===== config.mk =====
export PLATFORM = sky130hd
export DESIGN_NAME = fetch_sequencer
export DESIGN_NICKNAME = d
export VERILOG_FILES = /design/src/rtl/fetch_pkg.sv /design/src/rtl/fetch_hold_reg.sv /design/src/rtl/fetch_sequencer.sv
export SDC_FILE = /design/constraint.sdc
export NUM_CORES = 1
export LEC_CHECK = 0
export ABC_AREA = 0
export CORE_ASPECT_RATIO = 2
export CORE_MARGIN = 1.5
export CORE_UTILIZATION = 40
export DETAILED_ROUTE_END_ITERATION = 8
export PLACE_DENSITY_LB_ADDON = 0.2
export SLEW_MARGIN = 10
export SYNTH_ARGS = -nofsm -noshare
export SYNTH_HDL_FRONTEND = slang
export SYNTH_SLANG_ARGS = --single-unit

===== constraint.sdc =====
create_clock -name CLK -period 1.85 [get_ports CLK]
set_input_delay 0.37 -clock CLK [delete_from_list [all_inputs] [get_ports CLK]]
set_output_delay 0.37 -clock CLK [all_outputs]
set_load 0.02 [all_outputs]

===== src/rtl/fetch_pkg.sv =====
// Shared types and defaults for the instruction fetch sequencer.
// Latency: n/a (types, constants and a combinational helper only).
// Backpressure: n/a.
package fetch_pkg;

    localparam int DEFAULT_ADDR_W  = 6;
    localparam int DEFAULT_INSTR_W = 16;

    typedef enum logic [1:0] {
        IDLE   = 2'd0,
        FETCH  = 2'd1,
        HOLD   = 2'd2,
        HALTED = 2'd3
    } fetch_state_t;

    // Unconditional jumps are always taken; conditional ones follow the flag.
    function automatic logic br_taken(input logic valid, input logic cond, input logic flag);
        return valid & (~cond | flag);
    endfunction

endpackage


===== src/rtl/fetch_hold_reg.sv =====
// Capture register holding the fetched word and its address for decode.
// Latency: load/flush take effect on the next CLK edge.
// Backpressure: none of its own; the sequencer only loads when the register is free.
//
// Ports: CLK/RST (async active-high), load + load_data/load_pc capture a word,
//        flush clears it, instr_data/instr_pc present the held word.
module fetch_hold_reg
    import fetch_pkg::*;
#(
    parameter int ADDR_W  = DEFAULT_ADDR_W,
    parameter int INSTR_W = DEFAULT_INSTR_W
) (
    input  logic               CLK,
    input  logic               RST,
    input  logic               load,
    input  logic               flush,
    input  logic [INSTR_W-1:0] load_data,
    input  logic [ADDR_W-1:0]  load_pc,
    output logic [INSTR_W-1:0] instr_data,
    output logic [ADDR_W-1:0]  instr_pc
);

    always_ff @(posedge CLK or posedge RST) begin
        if (RST) begin
            instr_data <= '0;
            instr_pc   <= '0;
        end else if (flush) begin
            instr_data <= '0;
            instr_pc   <= '0;
        end else if (load) begin
            instr_data <= load_data;
            instr_pc   <= load_pc;
        end
    end

endmodule


===== src/rtl/fetch_sequencer.sv =====
// Instruction fetch sequencer: owns the PC, issues imem req/ack reads, holds the word for decode.
// Latency: instr_valid one cycle after imem_ack; best case one instruction every two cycles.
// Backpressure: word is held (no new req) until instr_valid & instr_ready; a req is never retracted.
//
// Ports: CLK/RST (async active-high); imem_req/imem_addr/imem_ack/imem_rdata memory side;
//        instr_valid/instr_data/instr_pc/instr_ready decode side; br_valid/br_cond/br_flag/
//        br_target resolved jumps; halt (sticky) / halted.
// Optional: define FETCH_PERF_EN to add perf_fetch / perf_squash saturating counters.
module fetch_sequencer
    import fetch_pkg::*;
#(
    parameter int ADDR_W     = DEFAULT_ADDR_W,
    parameter int INSTR_W    = DEFAULT_INSTR_W,
    parameter int RESET_ADDR = 0
) (
    input  logic               CLK,
    input  logic               RST,
    output logic               imem_req,
    output logic [ADDR_W-1:0]  imem_addr,
    input  logic               imem_ack,
    input  logic [INSTR_W-1:0] imem_rdata,
    output logic               instr_valid,
    output logic [INSTR_W-1:0] instr_data,
    output logic [ADDR_W-1:0]  instr_pc,
    input  logic               instr_ready,
    input  logic               br_valid,
    input  logic               br_cond,
    input  logic               br_flag,
    input  logic [ADDR_W-1:0]  br_target,
    input  logic               halt,
    output logic               halted
`ifdef FETCH_PERF_EN
    ,
    output logic [15:0]        perf_fetch,
    output logic [15:0]        perf_squash
`endif
);

    localparam logic [ADDR_W-1:0] RESET_PC = RESET_ADDR[ADDR_W-1:0];

    fetch_state_t      state_q, state_d;
    logic [ADDR_W-1:0] pc_q, pc_d;
    logic              squash_q, squash_d;
    // Address of the outstanding request while pc already points at a jump target.
    logic [ADDR_W-1:0] squash_addr_q, squash_addr_d;
    logic              halt_seen_q;
    logic              taken;
    logic              halt_eff;
    logic              hold_load;
    logic              hold_flush;

    assign taken    = br_taken(br_valid, br_cond, br_flag);
    assign halt_eff = halt | halt_seen_q;

    always_ff @(posedge CLK or posedge RST) begin
        if (RST) begin
            state_q       <= IDLE;
            pc_q          <= RESET_PC;
            squash_q      <= 1'b0;
            squash_addr_q <= '0;
            halt_seen_q   <= 1'b0;
        end else begin
            state_q       <= state_d;
            pc_q          <= pc_d;
            squash_q      <= squash_d;
            squash_addr_q <= squash_addr_d;
            halt_seen_q   <= halt_eff;
        end
    end

    always_comb begin
        state_d       = state_q;
        pc_d          = pc_q;
        squash_d      = squash_q;
        squash_addr_d = squash_addr_q;
        hold_load     = 1'b0;
        hold_flush    = 1'b0;
        imem_req      = 1'b0;
        imem_addr     = '0;
        instr_valid   = 1'b0;
        halted        = 1'b0;

        case (state_q)
            IDLE: begin
                if (taken) pc_d = br_target;
                state_d = halt_eff ? HALTED : FETCH;
            end

            FETCH: begin
                imem_req  = 1'b1;
                imem_addr = squash_q ? squash_addr_q : pc_q;
                if (imem_ack) begin
                    squash_d = 1'b0;
                    if (taken || squash_q || halt_eff) begin
                        // Returned word is stale or unwanted: drop it and refetch at pc.
                        if (taken) pc_d = br_target;
                        state_d = halt_eff ? HALTED : FETCH;
                    end else begin
                        hold_load = 1'b1;
                        pc_d      = pc_q + 1'b1;
                        state_d   = HOLD;
                    end
                end else if (taken) begin
                    // Request must stay up at its old address until the ack arrives.
                    pc_d          = br_target;
                    squash_d      = 1'b1;
                    squash_addr_d = imem_addr;
                end
            end

            HOLD: begin
                instr_valid = 1'b1;
                if (taken || halt_eff) begin
                    if (taken) pc_d = br_target;
                    hold_flush = 1'b1;
                    state_d    = halt_eff ? HALTED : FETCH;
                end else if (instr_ready) begin
                    state_d = FETCH;
                end
            end

            HALTED: begin
                halted = 1'b1;
            end

            default: begin
                state_d = IDLE;
            end
        endcase
    end

    fetch_hold_reg #(
        .ADDR_W  (ADDR_W),
        .INSTR_W (INSTR_W)
    ) u_hold (
        .CLK        (CLK),
        .RST        (RST),
        .load       (hold_load),
        .flush      (hold_flush),
        .load_data  (imem_rdata),
        .load_pc    (imem_addr),
        .instr_data (instr_data),
        .instr_pc   (instr_pc)
    );

`ifdef FETCH_PERF_EN
    logic word_xfer;
    logic word_drop;

    assign word_xfer = instr_valid & instr_ready & ~hold_flush;
    assign word_drop = hold_flush | (imem_req & imem_ack & ~hold_load);

    always_ff @(posedge CLK or posedge RST) begin
        if (RST) begin
            perf_fetch  <= '0;
            perf_squash <= '0;
        end else begin
            if (word_xfer && perf_fetch != 16'hFFFF)
                perf_fetch <= perf_fetch + 16'd1;
            if (word_drop && perf_squash != 16'hFFFF)
                perf_squash <= perf_squash + 16'd1;
        end
    end
`endif

endmodule


# Word-level counts from Yosys, hierarchy flattened
# Index checks and enable logic that the tools add are counted.
# classes
n_addsub	1
eq_ne	6
mux	27
n_bitwise	5
n_reduce_logical	11
# op_table
operator	n
6-bit 2-to-1 mux	8
16-bit 2-to-1 mux	2
6-bit one-hot mux with 3 select lines	1
1-bit 2-to-1 mux	10
2-bit 2-to-1 mux	5
6-bit by 1-bit adder with 6-bit output, second input constant	1
2-bit one-hot mux with 3 select lines	1
3-bit AND reduction	2
2-bit equality test, second input constant	2
2-bit != test, second input constant	2
2-bit AND reduction	2
2-bit nonzero test	2
1-bit logical OR	3
3-bit != test, second input constant	1
3-bit nonzero test	1
2-bit by 1-bit equality test with 1-bit output, second input constant	1
2-bit logical NOT	1
1-bit inverter	2
1-bit bitwise OR	2
1-bit AND	1
# totals
ff_bits	38

# Logic depth before layout (Yosys ltp)
# logic_depth
word_depth	10
ltp_mapped	7
depth_no_buf	6

# By module
# From an unflattened synthesis, not the netlist that was laid out.
# unflattened
cells_unflattened	177
area_unflattened_um2	1960.6
# by_module_without_submodules
module	n_inst	cells_each	area_each_um2	seq_area_each_um2
fetch_sequencer	1	105	1044.8	400.4
fetch_hold_reg	1	72	915.9	550.5

# Worst setup path before layout
# OpenSTA, ideal clock, no wires.
# synth_timing
kind	reg-to-reg
start	register state_q[1]
end	register squash_addr_q[0]
setup_time_ns	0.125
arrival_time_ns	1.777
required_ns	1.725
setup_slack_ns	-0.052
stages_incl_launch_ff	8
n_path_buf	2
synth_period_minus_slack_ns	1.902
path_cell_list	dfrtp_1 -> inv_1 -> ha_1 -> buf_2 -> nand2b_1 -> or3_1 -> buf_6 -> mux2_4
# synth_between
elab_chain_len	2
# synth_lines
item	line	text
from (decl)	fetch_sequencer.sv:41	fetch_state_t state_q, state_d;
from (signal assigned)	fetch_sequencer.sv:63	state_q <= state_d;
2-bit by 1-bit equality test with 1-bit output	fetch_sequencer.sv:83	case (state_q)
3-bit AND reduction (no source line)	-	
to (signal assigned)	fetch_sequencer.sv:66	squash_addr_q <= squash_addr_d;
to (decl)	fetch_sequencer.sv:45	logic [ADDR_W-1:0] squash_addr_q, squash_addr_d;
# No other way between the ends.
# A chain may end at the register's enable or synchronous reset.

# Worst setup path after layout
# layout_timing
start	register state_q[0]
end	output port imem_req
# layout_between
elab_chain_len	2
# layout_lines
item	line	text
2-bit by 1-bit equality test with 1-bit output	fetch_sequencer.sv:83	
1-bit 2-to-1 mux	fetch_sequencer.sv:83	
to (decl)	fetch_sequencer.sv:18	output logic imem_req,
# No other way between the ends.

==> flow_metrics.py <==
metrics = {
    "outcome": {
        "status": "finished clean",
    },
    "clock_tree": {
        "tritoncts": "yes",
        "worstSkewPairLatency_ns": 0.29,
        "cts-htree-levels": 2,
        "clk_pin_slew_worst_paths_ns": 0.08,
        "clockRootBuffer": "clkbuf_8",
        "clockBufferDepth": 2,
        "cts_sinks": 38,
        "numCtsBuffers": 5,
        "holdBufCountCts": 0,
    },
    "grt": {
        "grt_use_met1": 0.197,
        "antenna_found_initial": 0,
        "grt_pass1_wl_um": 7830,
        "busiest_layer": "met2",
        "globalRouteMet2Util": 0.339,
        "met3_usage": 0.0303,
        "grt_pass1_vias": 1726,
        "grt_overflow": 0,
        "grt.total_usage": 0.190,
        "grt_max_degree": 39,
    },
    "placed_design": {
        "portBuffers": 60,
        "dpl_cell_area_mm2": 0.00284,
        "dp_cells": 329,
        "place_congestion": 0.831,
        "place_hpwl_um": 3810,
    },
    "setup_path": {
        "cp.required_ns": 1.48,
        "r2r_setup_slack_ns": 0.05,
        "endpoint_kind": "output pin",
        "crit_fanout": 8,
        "path_class": "flop to output pin",
        "arrival_ns": 1.44,
        "cp-start-kind": "flop",
    },
    "yosys": {
        "syn-cell-area_mm2": 0.00203,
        "yosys_warnings": 0,
        "synth_edf_count": 0,
        "netlist_instances": 200,
        "synth_top_area_frac": 0.468,
        "synth_mux_area_frac": 0.0788,
        "syn-num-nets": 235,
        "netlist_top_cells_count": "dfrtp_1 (38), nor2_1 (27), inv_1 (24)",
        "synth_area_leaders": "dfrtp_1 (47%), a31o_2 (6.9%), nor2_1 (5.0%), inv_1 (4.4%), mux2_4 (4.4%)",
        "synth_compound_area_frac": 0.203,
        "async_reset_ff_frac": 1.00,
        "synth_top_family_by_area": "compound AO/OA/AOI/OAI gates",
        "synth_cell_type_count": 48,
        "synth.largest_area_cell": "dfrtp_1",
        "synth_fa_ha_area_frac": 0.0308,
        "synthSimpleGateAreaFrac": 0.143,
        "yosysMostFrequentCell": "dfrtp_1",
        "synth_top_flop_cell": "dfrtp_1",
        "synth.avg_cell_area_um2": 10.2,
        "ys_ff_latch": 38,
        "synth_xor_area_frac": 0,
        "ys_seq_area_frac": 0.468,
    },
    "routing": {
        "via_count": 1783,
        "drc": 0,
        "drtPass1Iterations": 4,
        "ant_nets": 0,
        "wirelength_um": 5050,
        "drt-initial-drc-count": 27,
        "wl_per_cell_um": 15.0,
        "routed_via_density": 5.28,
    },
    "die": {
        "die_y_um": 104,
        "die_x_um": 53.4,
        "io_pins": 61,
        "core_mm2": 0.00486,
        "num_rows": 36,
        "initial_core_util": 0.418,
        "die_area_mm2": 0.00555,
    },
    "pwr": {
        "peakVddDrop_mv": 0.936,
        "p_per_area_mw_per_mm2": 1130,
        "power_mw": 3.40,
        "p_leak_nw": 1.42,
    },
    "min_path": {
        "min_path_type": "primary input to async pin",
    },
    "layout": {
        "drive_above_1_share": 0.295,
        "stdcell_count": 338,
        "stdcell_area_mm2": 0.00302,
        "antennaDiodeCount": 0,
        "fin_nets": 315,
        "fillers": 415,
        "syn_to_final_growth_pct": 48.3,
    },
    "sta": {
        "maxSlewHeadroom": 0.682,
        "tns_ns": 0,
        "min_period_over_period": 0.976,
        "hold_violations": 0,
        "period_needed_ns": 1.81,
        "rsz0062_at_grt": "no",
        "holdWs_ns": 0.497,
        "worst_slew_pin_slew_ns": 0.477,
        "drv_slew": 0,
        "skew_ns": 0.0101,
        "fmax_mhz": 554,
        "setup_violations": 0,
    },
    "job": {
        "drv_cap": 0,
    },
}
cells by family after synthesis:
family,after synthesis
multiplexers,13
flip-flops,38
buffers and inverters,36
AO/OA/AOI/OAI,54
adder cells (fa/ha/maj),5
AND/OR/NAND/NOR,54
power by group:
group	switching [mW]	leakage, nW	total (mW)	internal, mW
combinational	0.704	0.859	1.38	0.673
sequential	0.169	0.493	1.16	0.989
clock	0.287	0.0714	0.862	0.575
total	1.16	1.42	3.40	2.24
final timing paths:
check / start / end / cells after the start
setup / recovery: state_q[0] / imem_req / 4
hold / removal: RST / state_q[1] / 3
setup reg to reg: state_q[1] / pc_q[1] / 6
hold reg to reg: u_hold.instr_data[12] / u_hold.instr_data[12] / 1
max in group asynchronous: RST / squash_q / 3
min in group CLK: u_hold.instr_data[12] / u_hold.instr_data[12] / 1
state kept, by name, indices dropped and copies added (netlist names):
signal             count
u_hold.instr_data     16
pc_q                   6
squash_addr_q          6
u_hold.instr_pc        6
state_q                2
halt_seen_q            1
squash_q               1
cell usage in the layout, fill, tap and decap left out, types with 4 or more instances in the layout:
cell             count
mux2_4               6
clkdlybuf4s50_1     51
nor2_2               4
o211ai_1             6
a31o_2              16
buf_4               26
mux2i_1              7
nor2_1              23
clkbuf_8             6
o21ai_0             10
a21oi_1              6
inv_1               22
dfrtp_1             37
critical path, stage by stage, from the launching register on:
cell	delay, ns
dfrtp_1	0.38
buf_4	0.14
ha_4	0.16
buf_4	0.16
clkdlybuf4s15_1	0.29
per-layer routing:
| layer | vias up | share of wire |
|---|---|---|
| met1 | 832 | 0.37 |
| met3 | 16 | 0.052 |
| li1 | 861 | - |
| met5 | - | 0 |
| met2 | 74 | 0.54 |
| met4 | 0 | 0.038 |
per-stage QoR:
step            util  worst slack [ns]
6_report       0.620            0.0449
2_1_floorplan      -           0.00218
3_5_place_dp   0.584            -0.238
3_3_place_gp   0.584            -0.199
5_1_grt        0.620           0.00346
4_1_cts        0.614           -0.0352
cell type report:
type | instances | area (µm²) | area share
clock buffers | 6 | 82.6 | 0.0274
multi-input cells | 126 | 967 | 0.321
repair buffers | 83 | 781 | 0.259
flip-flops and latches | 38 | 952 | 0.316
inverters | 26 | 101 | 0.0336
clock inverters | 2 | 60.1 | 0.0199
well taps | 57 | 71.3 | 0.0237
repair_timing:
action | in CTS | in global routing
resized for setup | 26 | 22
hold endpoints to repair | 0 | 0
endpoints found under the setup margin | 15 | 11
pin swaps | 0 | 6
buffers inserted | 0 | 1
(Power assumes the default switching activity.)
